==> src/rtl/led_sequencer.sv <==
// LED pattern scheduler: prescaled step tick, IDLE/RUN/PAUSE control,
// four selectable patterns on LED1..LED4 and a heartbeat on LED5.
module led_sequencer #(
   parameter int TICK_DIV = 6_000_000
) (
   input  logic       SYS_CLK,
   input  logic       RST,
   input  logic [1:0] MODE,
   input  logic       START,
   input  logic       STOP,
   output logic       BUSY,
   output logic       LED1,
   output logic       LED2,
   output logic       LED3,
   output logic       LED4,
   output logic       LED5
);

   localparam int PW = $clog2(TICK_DIV);
   localparam logic [PW-1:0] LAST = PW'(TICK_DIV - 1);

   typedef enum logic [1:0] {IDLE, RUN, PAUSE} state_t;

   state_t        state, state_n;
   logic [PW-1:0] presc, presc_n;
   logic [3:0]    pat, pat_n;
   logic          dir_dn, dir_dn_n;
   logic          hb, hb_n;
   logic [1:0]    mode_q, mode_n;
   logic          busy_q;

   function automatic logic [3:0] init_pat(input logic [1:0] m);
      return (m == 2'b01 || m == 2'b10) ? 4'b0001 : 4'b0000;
   endfunction

   always_comb begin
      state_n  = state;
      presc_n  = presc;
      pat_n    = pat;
      dir_dn_n = dir_dn;
      hb_n     = hb;
      mode_n   = mode_q;
      unique case (state)
         IDLE: begin
            presc_n  = '0;
            pat_n    = 4'b0000;
            dir_dn_n = 1'b0;
            hb_n     = 1'b0;
            // STOP outranks START even here, so both high keeps IDLE
            if (START && !STOP) begin
               state_n = RUN;
               mode_n  = MODE;
               pat_n   = init_pat(MODE);
            end
         end
         RUN: begin
            if (STOP) begin
               state_n = PAUSE;
            end else if (presc == LAST) begin
               presc_n = '0;
               hb_n    = ~hb;
               unique case (mode_q)
                  2'b00: pat_n = ~pat;
                  2'b01: pat_n = {pat[2:0], pat[3]};
                  2'b10: begin
                     if (!dir_dn) begin
                        if (pat[3]) begin
                           dir_dn_n = 1'b1;
                           pat_n    = pat >> 1;
                        end else begin
                           pat_n = pat << 1;
                        end
                     end else begin
                        if (pat[0]) begin
                           dir_dn_n = 1'b0;
                           pat_n    = pat << 1;
                        end else begin
                           pat_n = pat >> 1;
                        end
                     end
                  end
                  default: pat_n = pat + 4'd1;
               endcase
            end else begin
               presc_n = presc + PW'(1);
            end
         end
         PAUSE: begin
            if (STOP) begin
               state_n  = IDLE;
               presc_n  = '0;
               pat_n    = 4'b0000;
               dir_dn_n = 1'b0;
               hb_n     = 1'b0;
            end else if (START) begin
               state_n = RUN;
            end
         end
         default: state_n = IDLE;
      endcase
   end

   always_ff @(posedge SYS_CLK) begin
      if (RST) begin
         state  <= IDLE;
         presc  <= '0;
         pat    <= 4'b0000;
         dir_dn <= 1'b0;
         hb     <= 1'b0;
         mode_q <= 2'b00;
         busy_q <= 1'b0;
      end else begin
         state  <= state_n;
         presc  <= presc_n;
         pat    <= pat_n;
         dir_dn <= dir_dn_n;
         hb     <= hb_n;
         mode_q <= mode_n;
         busy_q <= (state_n != IDLE);
      end
   end

   assign BUSY = busy_q;
   assign LED1 = pat[0];
   assign LED2 = pat[1];
   assign LED3 = pat[2];
   assign LED4 = pat[3];
   assign LED5 = hb;

endmodule

==> config.mk <==
export PLATFORM = sky130hd
export DESIGN_NAME = led_sequencer
export DESIGN_NICKNAME = d
export VERILOG_FILES = /design/src/rtl/led_sequencer.sv
export SDC_FILE = /design/constraint.sdc
export NUM_CORES = 1
export LEC_CHECK = 0
export BUFFER_PORTS_ARGS = -buffer_cell sky130_fd_sc_hd__buf_2
export CAP_MARGIN = 20
export CORE_MARGIN = 3
export CORE_UTILIZATION = 35
export DETAILED_ROUTE_END_ITERATION = 8
export PLACE_DENSITY = 0.47
export SETUP_SLACK_MARGIN = 0.3
export SKIP_CTS_REPAIR_TIMING = 1
export SYNTH_ARGS = -nofsm -noshare
export SYNTH_HDL_FRONTEND = slang
export SYNTH_SLANG_ARGS = --single-unit
==> constraint.sdc <==
create_clock -name SYS_CLK -period 2.25 [get_ports SYS_CLK]
set_input_delay 0.3375 -clock SYS_CLK [delete_from_list [all_inputs] [get_ports SYS_CLK]]
set_output_delay 0.3375 -clock SYS_CLK [all_outputs]
set_load 0.005 [all_outputs]
== Word level (Yosys, flattened, before mapping) ==
Cells that the tools add are included.

* Register bits: 34
* Input bits: 6
* Output and inout port bits: 6

* $add $sub $neg: 2
* Equal/unequal tests: 11
* Mux-type cells: 30
* Bitwise logic cells: 2
* Reduce and logical (&&, ||, !) cells: 11

{| class="wikitable"
|+ Operators with widths
! kind !! number
|-
| 23-bit two-way mux || 3
|-
| 23-bit one-hot mux with 3 select lines || 1
|-
| 4-bit two-way mux || 6
|-
| 4-bit one-hot mux with 3 select lines || 2
|-
| 23-bit by 1-bit adder with 23-bit output, second input constant || 1
|-
| 23-bit == test, second input constant || 1
|-
| 1-bit two-way mux || 11
|-
| 2-bit two-way mux || 4
|-
| 2-bit by 1-bit == test with 1-bit output, second input constant || 3
|-
| 2-bit == test, second input constant || 3
|-
| 2-bit != test, second input constant || 3
|-
| 1-bit one-hot mux with 3 select lines || 2
|-
| 2-bit one-hot mux with 3 select lines || 1
|-
| 5-bit AND reduction || 1
|-
| 4-bit by 1-bit adder with 4-bit output, second input constant || 1
|-
| 2-bit zero test || 2
|-
| 4-bit inverter || 1
|-
| 4-bit AND reduction || 1
|-
| 3-bit AND reduction || 1
|-
| 3-bit nonzero test || 1
|-
| 2-bit by 1-bit != test with 1-bit output, second input constant || 1
|-
| 2-bit AND reduction || 1
|-
| 2-bit nonzero test || 1
|-
| 1-bit logical AND || 1
|-
| other kinds (3) || 3
|}

== Longest topological paths before layout ==
Gate-level depths: netlist of run 1.

* Word-level depth: 6
* Gate-level depth with buffers: 8

== Least setup slack after synthesis of run 1 ==
No wires, ideal clock.

* Path kind: register -> register
* From: register state[1]
* To: register presc[0]
* Arrival time: 1,963 ps
* Path slack: 217 ps
* Cell stages (with the launch flop): 9
* Cell sequence: dfxtp_1 -> inv_1 -> ha_1 -> buf_2 -> mux2_2 -> or2_0 -> clkbuf_1 -> or3_1 -> a21oi_1

* Cells in the longest elaborated chain, start to end: 3
* Elaborated cells between the ends (all ways): 8

{| class="wikitable"
|+ RTL lines
! what !! line !! text
|-
| from (decl) || 24 || <nowiki>state_t state, state_n;</nowiki>
|-
| from (signal assigned) || 113 || <nowiki>state <= state_n;</nowiki>
|-
| 2-bit by 1-bit == test with 1-bit output (tied with other cells) || 43 || <nowiki>unique case (state)</nowiki>
|-
| 2-bit != test (no source line) or 3-bit nonzero test (tied branches) || n/a ||
|-
| 3-bit AND reduction (no source line) || n/a ||
|-
| to (signal assigned) || 114 || <nowiki>presc <= presc_n;</nowiki>
|-
| to (decl) || 25 || <nowiki>logic [PW-1:0] presc, presc_n;</nowiki>
|}

Several ways; a longest one is shown, not always the timed one.
A chain may end at the register's enable or synchronous reset.

== Final worst setup path of run 1 ==
Same ends and word-level chain as after synthesis.

==> results of run 1 <==
## where the power goes
group          total [W]  internal, W  switching [W]  leakage, nW
combinational   0.000127    0.0000577      0.0000697        0.540
clock           0.000428     0.000213       0.000215       0.0383
sequential      0.000620     0.000607      0.0000130        0.278
## state kept, by name, indices dropped and copies added, names as in the netlist
signal / count
dir_dn: 1
LED5: 1
BUSY: 1
mode_q: 2
state: 2
presc: 23
pat: 4
## per-stage QoR
stage | total power, W | setup WS (ns) | cells | instance area, um2
finish | 0.001176 | 0.3113 | 340 | 2446
global route | 0.001230 | 0.2404 | 340 | 2446
CTS | 0.001181 | 0.1876 | 336 | 2330
detailed placement | 0.0007502 | 0.1999 | 329 | 2253
global placement | 0.0007512 | 0.2131 | 329 | 2253
floorplan | 0.0007091 | 0.3119 | 248 | 2064
## layout make-up
cell class	count	share of cell area (%)
Tap cell	72	3.683
Inverter	10	1.535
Timing Repair Buffer	26	7.366
Clock buffer	7	3.120
Sequential cell	34	28.44
Multi-Input combinational cell	191	55.86
## Yosys cell counts, drive strengths merged, types with 4 or more instances
| cell | number | area share [%] |
|---|---|---|
| a21oi | 19 | 4.8 |
| a31oi | 4 | 1.2 |
| and3 | 5 | 1.5 |
| clkbuf | 11 | 2.0 |
| dfxtp | 34 | 33 |
| ha | 7 | 4.3 |
| inv | 10 | 1.8 |
| mux2i | 4 | 2.0 |
| nand2 | 17 | 3.1 |
| nand3 | 18 | 4.6 |
| nand4 | 8 | 2.4 |
| nor2 | 24 | 4.4 |
| nor2b | 4 | 1.2 |
| o21ai | 8 | 2.0 |
| or4 | 6 | 2.2 |
| xor2 | 11 | 4.7 |
## layout by cell type, fill, tap and decap left out, types with 3 or more instances in the layout
| master | instances |
|---|---|
| a21oi_1 | 16 |
| a21oi_2 | 3 |
| a31oi_1 | 3 |
| and2_1 | 3 |
| and3_1 | 5 |
| buf_2 | 11 |
| buf_4 | 14 |
| clkbuf_8 | 5 |
| dfxtp_1 | 28 |
| dfxtp_2 | 3 |
| dfxtp_4 | 3 |
| ha_1 | 4 |
| inv_1 | 9 |
| mux2i_1 | 4 |
| nand2_1 | 17 |
| nand3_1 | 17 |
| nand4_1 | 8 |
| nand4b_1 | 3 |
| nor2_1 | 21 |
| nor2_2 | 3 |
| nor2b_1 | 3 |
| o21ai_0 | 8 |
| or4_1 | 5 |
| xnor2_1 | 3 |
| xor2_1 | 11 |
## layer usage
layer	part of all wire [%]	up-vias
li1	-	950
met1	51	889
met2	45	22
met3	3.0	4
met4	0.91	0
met5	0	-
## path summary, 6_finish.rpt
path | from | endpoint | slack, ns | cells after the start
worst min register to register | presc[4]$_SDFFE_PP0P_ | presc[4]$_SDFFE_PP0P_ | 0.51 | 1
worst min-delay path | MODE[0] | mode_q[0]$_SDFFE_PP0P_ | 0.30 | 3
worst max register to register | state[1]$_SDFF_PP0_ | presc[0]$_SDFFE_PP0P_ | 0.31 | 7
worst max-delay path | state[1]$_SDFF_PP0_ | presc[0]$_SDFFE_PP0P_ | 0.31 | 7
## worst reg2reg max path, cell delays in order, from the launching register on
cell	delay, ns
dfxtp_4	0.37
inv_1	0.08
ha_4	0.17
mux2_4	0.29
or2_4	0.29
buf_4	0.16
or3_1	0.35
a21oi_1	0.15
## cell families (layout without fill, tap and decap cells)
group / Yosys count / in the layout / synth area share, %
AO/OA/AOI/OAI: 52 / 52 / 16.76
buffers and inverters: 24 / 43 / 4.510
multiplexers: 7 / 7 / 4.144
flip-flops: 34 / 34 / 33.15
AND/OR/NAND/NOR: 110 / 111 / 31.20
adder cells (fa/ha/maj): 7 / 7 / 4.265
XOR/XNOR: 14 / 14 / 5.972
==> results.cfg, run 1 <==
[outcome]
status = finished, final reports clean

[placement]
dpl.hpwl_mm = 3.602
portBuffers = 11
globalplace.congestion = 0.8487

[grt]
antenna_found_initial = 0
use_met3_pct = 4.555
overflow = 0
grt_pass1_vias = 1708
grt_most_used_layer = met2
met1_usage_pct = 23.27
grt_pass1_wl_mm = 8.514
track_usage_pct = 16.20
grt_max_degree = 18
grt_util_met2_pct = 23.80

[layout]
regArea_um2 = 695.7
drive_gt1_share_pct = 24.63
fill_cells = 585
finalNetCount = 281
multi_input_area_mm2 = 0.001366
area_growth_syn_to_layout_pct = 19.13
num_antenna_cells = 0
fin_util_pct = 43.62

[sta]
max_slew_margin_pct = 63.32
worstMarginPinSlew_ns = 0.5363
finalCriticalPeriod_ns = 1.939
post-route-period-util_pct = 86.17
hold_viol_final = 0
fmax_mhz = 515.8
fin_skew_ns = 0.007446
setup_tns_ns = 0
setup_viol = 0
rsz0062_at_grt = true
maxSlewViolCount = 0
holdWs_ns = 0.3038

[clocking]
numCtsBuffers = 5
clk_path_buf_depth = 2
path_clk_slew_ns = 0.07
htreeDepth = 2
clockRootBuffer = clkbuf_8
cts_sinks = 34
insertion_delay_ns = 0.29
tritoncts = done

[hold_path]
worstHoldPathType = input port to register

[synthesis]
synth_warnings = 0
syn-num-nets = 261
synth.ff_latch_count = 34
synth_area_per_cell_um2 = 8.279
async_flop_share_pct = 0
syn_inst = 248
syn_area_mm2 = 0.002053
ys_types = 56
synth_edf_count = 0
synth_ff_type = dfxtp_1
seq_area_frac_synth_pct = 33.15

[floorplanning]
core-area_mm2 = 0.005608
row_count = 27
start_util_pct = 36.61
die_x_um = 82.59
die_h_um = 82.59
boundaryPins = 12
dieArea_mm2 = 0.006821

[job]
max_cap_viol_count = 0

[detailed_routing]
drt-pass1-iter-count = 4
totalWireLength_mm = 5.139
drtIter0Drc = 115
remaining_drc_errors = 0
vias = 1865
wire_per_inst_um = 15.11
drt-vias-per-instance = 5.485
drtAntennaViolNets = 0

[worst_setup_path]
cp-start-kind = register
cp-end-kind = register
crit_family = simple AND/OR/NAND/NOR gates
criticalPathCategory = register to register
slowest_delay_ns = 0.37
cp_data_arrival_time_ns = 2.15
cp_cell_sequence = inv_1 > ha_4 > mux2_4 > or2_4 > buf_4 > or3_1 > a21oi_1
required_ns = 2.46
slowest_stage = dfxtp_4
critPathBufInv = 2
crit_fanout = 6

[pwr]
powerDensity_mw_per_mm2 = 480.6
power_leakage_nw = 0.8566
irDropWorstVdd_uv = 284.0
Note: power is estimated with default switching activity, not from simulation.
==> run 2: changes to the inputs <==
--- a/config.mk
+++ b/config.mk
@@ -6,11 +6,11 @@
 export NUM_CORES = 1
 export LEC_CHECK = 0
 export BUFFER_PORTS_ARGS = -buffer_cell sky130_fd_sc_hd__buf_2
-export CAP_MARGIN = 20
+export CAP_MARGIN = 30
 export CORE_MARGIN = 3
-export CORE_UTILIZATION = 35
+export CORE_UTILIZATION = 51
 export DETAILED_ROUTE_END_ITERATION = 8
-export PLACE_DENSITY = 0.47
+export PLACE_DENSITY = 0.65
 export SETUP_SLACK_MARGIN = 0.3
 export SKIP_CTS_REPAIR_TIMING = 1
 export SYNTH_ARGS = -nofsm -noshare
==> results.cfg, run 2 (synthesis gave the netlist of run 1 again) <==
[outcome]
status = finished, final reports clean

[sta]
maxSlewViolCount = 0
rsz0062_at_grt = true
max_slew_margin_pct = 62.72
setup_tns_ns = 0
worst_slack_ns = 0.2885
finalCriticalPeriod_ns = 1.961
worstMarginPinSlew_ns = 0.5451
fin_skew_ns = 0.008053
hold_viol_final = 0
setup_viol = 0
post-route-period-util_pct = 87.18
fmax_mhz = 509.8

[floorplanning]
die_h_um = 69.45
start_util_pct = 54.45
dieArea_mm2 = 0.004823
core-area_mm2 = 0.003771
boundaryPins = 12
die_x_um = 69.45
row_count = 22

[worst_setup_path]
critPathBufInv = 1
r2r_cells = 6
path_depth = 6
cp_cell_sequence = nand4b_1 > nor4_4 > buf_4 > a21oi_2 > or4_4 > a21oi_2
crit_family = simple AND/OR/NAND/NOR gates
cp-end-kind = register
slowest_stage = or4_4
crit_path_frequent_cell = a21oi_2
cp-start-kind = register
required_ns = 2.48
criticalPathCategory = register to register
slowest_delay_ns = 0.51
cp_data_arrival_time_ns = 2.19
crit_fanout = 5

[placement]
pre_cts_slack_ns = 0.1568
dpl.hpwl_mm = 3.465
globalplace.congestion = 0.7971
portBuffers = 11

[clocking]
tritoncts = done
path_clk_slew_ns = 0.07
cts_sinks = 34
clockRootBuffer = clkbuf_8
clk_path_buf_depth = 2
numCtsBuffers = 5
htreeDepth = 2
insertion_delay_ns = 0.29

[pwr]
clock_power_share_pct = 39.0
power_switching_w = 0.0003090
comb_power_share_pct = 10.2
power_leakage_nw = 0.8884
internal-power_w = 0.0009096
irDropWorstVdd_uv = 348.5
powerDensity_mw_per_mm2 = 492.1
p_seq_share_pct = 50.9
swShare_pct = 25.36

[job]
max_cap_viol_count = 0

[layout]
fin_util_pct = 65.66
fill_cells = 338
num_antenna_cells = 0
final_common_cell = dfxtp_1
drive_gt1_share_pct = 27.74
finalNetCount = 286
largest_reg_flops = 23
area_growth_syn_to_layout_pct = 20.60
reg_top3 = presc (23), pat (4)
regMostFlops = presc
most-common-layout-cells = 27 x dfxtp_1, 24 x nor2_1, 20 x buf_4

[grt]
grt_pass1_vias = 1785
antenna_found_initial = 0
overflow = 0
track_usage_pct = 20.83
grt_max_degree = 18
grt_pass1_wl_mm = 8.328

[detailed_routing]
wire_per_inst_um = 15.94
drtIter0Drc = 163
drtAntennaViolNets = 0
drt-vias-per-instance = 6.121
vias = 1971
remaining_drc_errors = 0
totalWireLength_mm = 5.133
drt-pass1-iter-count = 4

[hold_path]
min_delay_path_depth = 3
worstHoldPathType = input port to register
run 2: final cells by class:
| class | count | area (um2) | share of cell area (%) |
|---|---|---|---|
| flip-flops and latches | 34 | 696.9 | 28.15 |
| repair buffers | 31 | 205.2 | 8.287 |
| multi-input cells | 191 | 1383 | 55.84 |
| clock buffers | 7 | 86.33 | 3.487 |
| inverters | 10 | 40.04 | 1.617 |
| clock inverters | 1 | 5.005 | 0.2021 |
| well taps | 48 | 60.06 | 2.425 |
run 2: worst paths after layout:
path / slack, ns / endpoint / from
worst max-delay path: 0.29 / pat[0]$_SDFFE_PP0P_ / presc[7]$_SDFFE_PP0P_
worst min-delay path: 0.30 / mode_q[0]$_SDFFE_PP0P_ / MODE[0]
worst max register to register: 0.29 / pat[0]$_SDFFE_PP0P_ / presc[7]$_SDFFE_PP0P_
worst min register to register: 0.48 / presc[1]$_SDFFE_PP0P_ / presc[1]$_SDFFE_PP0P_
run 2: layer usage:
metal / part of all wire [%] / routed length (um) / up-vias / GRT usage, %
met5: 0 / 0 / - / 0
met4: 1.1 / 59 / 0 / 5.857
met3: 4.3 / 223 / 6 / 4.348
met2: 49 / 2494 / 52 / 34.11
met1: 46 / 2356 / 953 / 27.64
li1: - / - / 960 / -
run 2: metrics by stage:
stage / total power [W] / cell area (um2) / hold slack [ns] / std cells
finish: 0.001219 / 2476 / 0.3044 / 322
global route: 0.001269 / 2476 / 0.3307 / 322
CTS: 0.001216 / 2302 / 0.2992 / 313
detailed placement: 0.0007444 / 2211 / 0.4845 / 305
global placement: 0.0007439 / 2211 / 0.4755 / 305
floorplan: 0.0007091 / 2064 / 0.4565 / 248
run 2: power groups by stage:
stage / logic, W / clock network [W] / registers (W)
finish: 0.000124 / 0.000475 / 0.000620
global route: 0.000138 / 0.000510 / 0.000621
CTS: 0.000112 / 0.000485 / 0.000620
detailed placement: 0.000111 / 0 / 0.000634
global placement: 0.000110 / 0 / 0.000634
floorplan: 0.0000816 / 0 / 0.000628
run 2: worst register-to-register path, stage by stage (launching register included):
cell	delay, ns
dfxtp_4	0.36
nand4b_1	0.27
nor4_4	0.35
buf_4	0.20
a21oi_2	0.08
or4_4	0.51
a21oi_2	0.13
==> run 3: changes to the inputs <==
--- a/config.mk
+++ b/config.mk
@@ -10,7 +10,7 @@
 export CORE_MARGIN = 3
 export CORE_UTILIZATION = 51
 export DETAILED_ROUTE_END_ITERATION = 8
-export PLACE_DENSITY = 0.65
+export PLACE_DENSITY_LB_ADDON = 0.05
 export SETUP_SLACK_MARGIN = 0.3
 export SKIP_CTS_REPAIR_TIMING = 1
 export SYNTH_ARGS = -nofsm -noshare
==> results.cfg, run 3 (synthesis gave the netlist of run 1 again) <==
[grt]
track_usage_pct = 20.25
use_met3_pct = 3.478
met1_usage_pct = 26.60
grt_most_used_layer = met2
overflow = 0
grt_pass1_vias = 1780
grt_max_degree = 18
grt_pass1_wl_mm = 8.204
grt_util_met2_pct = 33.90
antenna_found_initial = 0

[floorplanning]
die_h_um = 69.45
die_x_um = 69.45
row_count = 22
boundaryPins = 12
dieArea_mm2 = 0.004823
start_util_pct = 54.45
core-area_mm2 = 0.003771

[clocking]
clk_path_buf_depth = 2
cts_sinks = 34
insertion_delay_ns = 0.29
path_clk_slew_ns = 0.08
numCtsBuffers = 5
tritoncts = done
clockRootBuffer = clkbuf_8
htreeDepth = 2

[sta]
finalCriticalPeriod_ns = 1.889
rsz0062_at_grt = false
post-route-period-util_pct = 83.97
fin_skew_ns = 0.006084
setup_tns_ns = 0
max_slew_margin_pct = 64.06
setup_viol = 0
worstMarginPinSlew_ns = 0.5256
hold_viol_final = 0
maxSlewViolCount = 0
fmax_mhz = 529.3

[detailed_routing]
wire_per_inst_um = 14.93
drt-pass1-iter-count = 4
drtAntennaViolNets = 0
remaining_drc_errors = 0
drtIter0Drc = 119
drt-vias-per-instance = 5.904
vias = 1901
totalWireLength_mm = 4.808

[layout]
area_growth_syn_to_layout_pct = 18.77
finalNetCount = 286
reg_top3 = presc (23), pat (4)
final_cell_count_no_fill = 322
regMostFlops = presc
num_antenna_cells = 0
largest_reg_flops = 23
drive_gt1_share_pct = 26.28
final_common_cell = dfxtp_1
most-common-layout-cells = 27 x dfxtp_1, 24 x nor2_1, 20 x buf_4

[worst_setup_path]
required_ns = 2.47
cp-start-kind = register
slowest_stage = or4_4
crit_path_frequent_cell = a21oi_2
cp_data_arrival_time_ns = 2.11
crit_fanout = 6
criticalPathCategory = register to register
cp-end-kind = register
cp_cell_sequence = nand4b_1 > nor4_4 > buf_4 > a21oi_2 > or4_4 > a21oi_2
crit_family = simple AND/OR/NAND/NOR gates
slowest_delay_ns = 0.51
critPathBufInv = 1

[pwr]
power_leakage_nw = 0.8877
powerDensity_mw_per_mm2 = 501.8
irDropWorstVdd_uv = 397.6

[job]
max_cap_viol_count = 0

[placement]
globalplace.congestion = 0.8194
dp.cells = 305
dpl.hpwl_mm = 3.329
portBuffers = 11

[outcome]
status = finished, final reports clean

[hold_path]
worstHoldPathType = input port to register
[run 3: changes by cell type in the layout (fill, tap and decap cells not counted), sizes merged]
cell      previous run  this run
clkinvlp             0         1
clkbuf               7         6
[run 3: cell type report]
| cell class | instances | area, um2 |
|---|---|---|
| inverter | 10 | 40.04 |
| clock buffer | 6 | 82.58 |
| tap | 48 | 60.06 |
| multi-input combinational | 191 | 1341 |
| sequential | 34 | 696.9 |
| fill | 339 | 1333 |
| timing repair buffer | 31 | 205.2 |
| clock inverter | 2 | 12.51 |
[run 3: where the power goes]
part	internal [W]	switching, W
logic	0.0000586	0.0000677
clock network	0.000246	0.000232
registers	0.000607	0.0000127
[run 3: path summary, 6_finish.rpt]
check / slack [ns] / start / cells past startpoint / end
worst min register to register: 0.49 / presc[0]$_SDFFE_PP0P_ / 2 / presc[0]$_SDFFE_PP0P_
worst max-delay path: 0.36 / presc[7]$_SDFFE_PP0P_ / 6 / pat[0]$_SDFFE_PP0P_
worst max register to register: 0.36 / presc[7]$_SDFFE_PP0P_ / 6 / pat[0]$_SDFFE_PP0P_
worst min-delay path: 0.31 / MODE[0] / 3 / mode_q[0]$_SDFFE_PP0P_
[run 3: stage by stage]
stage / instance area (um2) / power (W) / utilization (%) / hold slack (ns) / setup slack [ns]
2_1_floorplan: 2064 / 0.0007091 / - / 0.4565 / 0.3119
3_3_place_gp: 2211 / 0.0007442 / 58.63 / 0.4737 / 0.1546
3_5_place_dp: 2211 / 0.0007457 / 58.63 / 0.4868 / 0.1866
4_1_cts: 2306 / 0.001221 / 61.15 / 0.3171 / 0.1670
5_1_grt: 2439 / 0.001272 / 64.66 / 0.3798 / 0.2970
6_report: 2439 / 0.001224 / 64.66 / 0.3133 / 0.3606
[run 3: worst reg2reg max path: stages, from the launching register on]
cell and delay, ns:
dfxtp_4 0.36, nand4b_1 0.27, nor4_4 0.31, buf_4 0.18, a21oi_2 0.07, or4_4 0.51, a21oi_2 0.12
[run 3: routing by layer]
metal  up-vias  wire length (um)
met5         -                 0
met4         0                61
met3         7               254
met2        52              2254
met1       883              2237
li1        959                 -
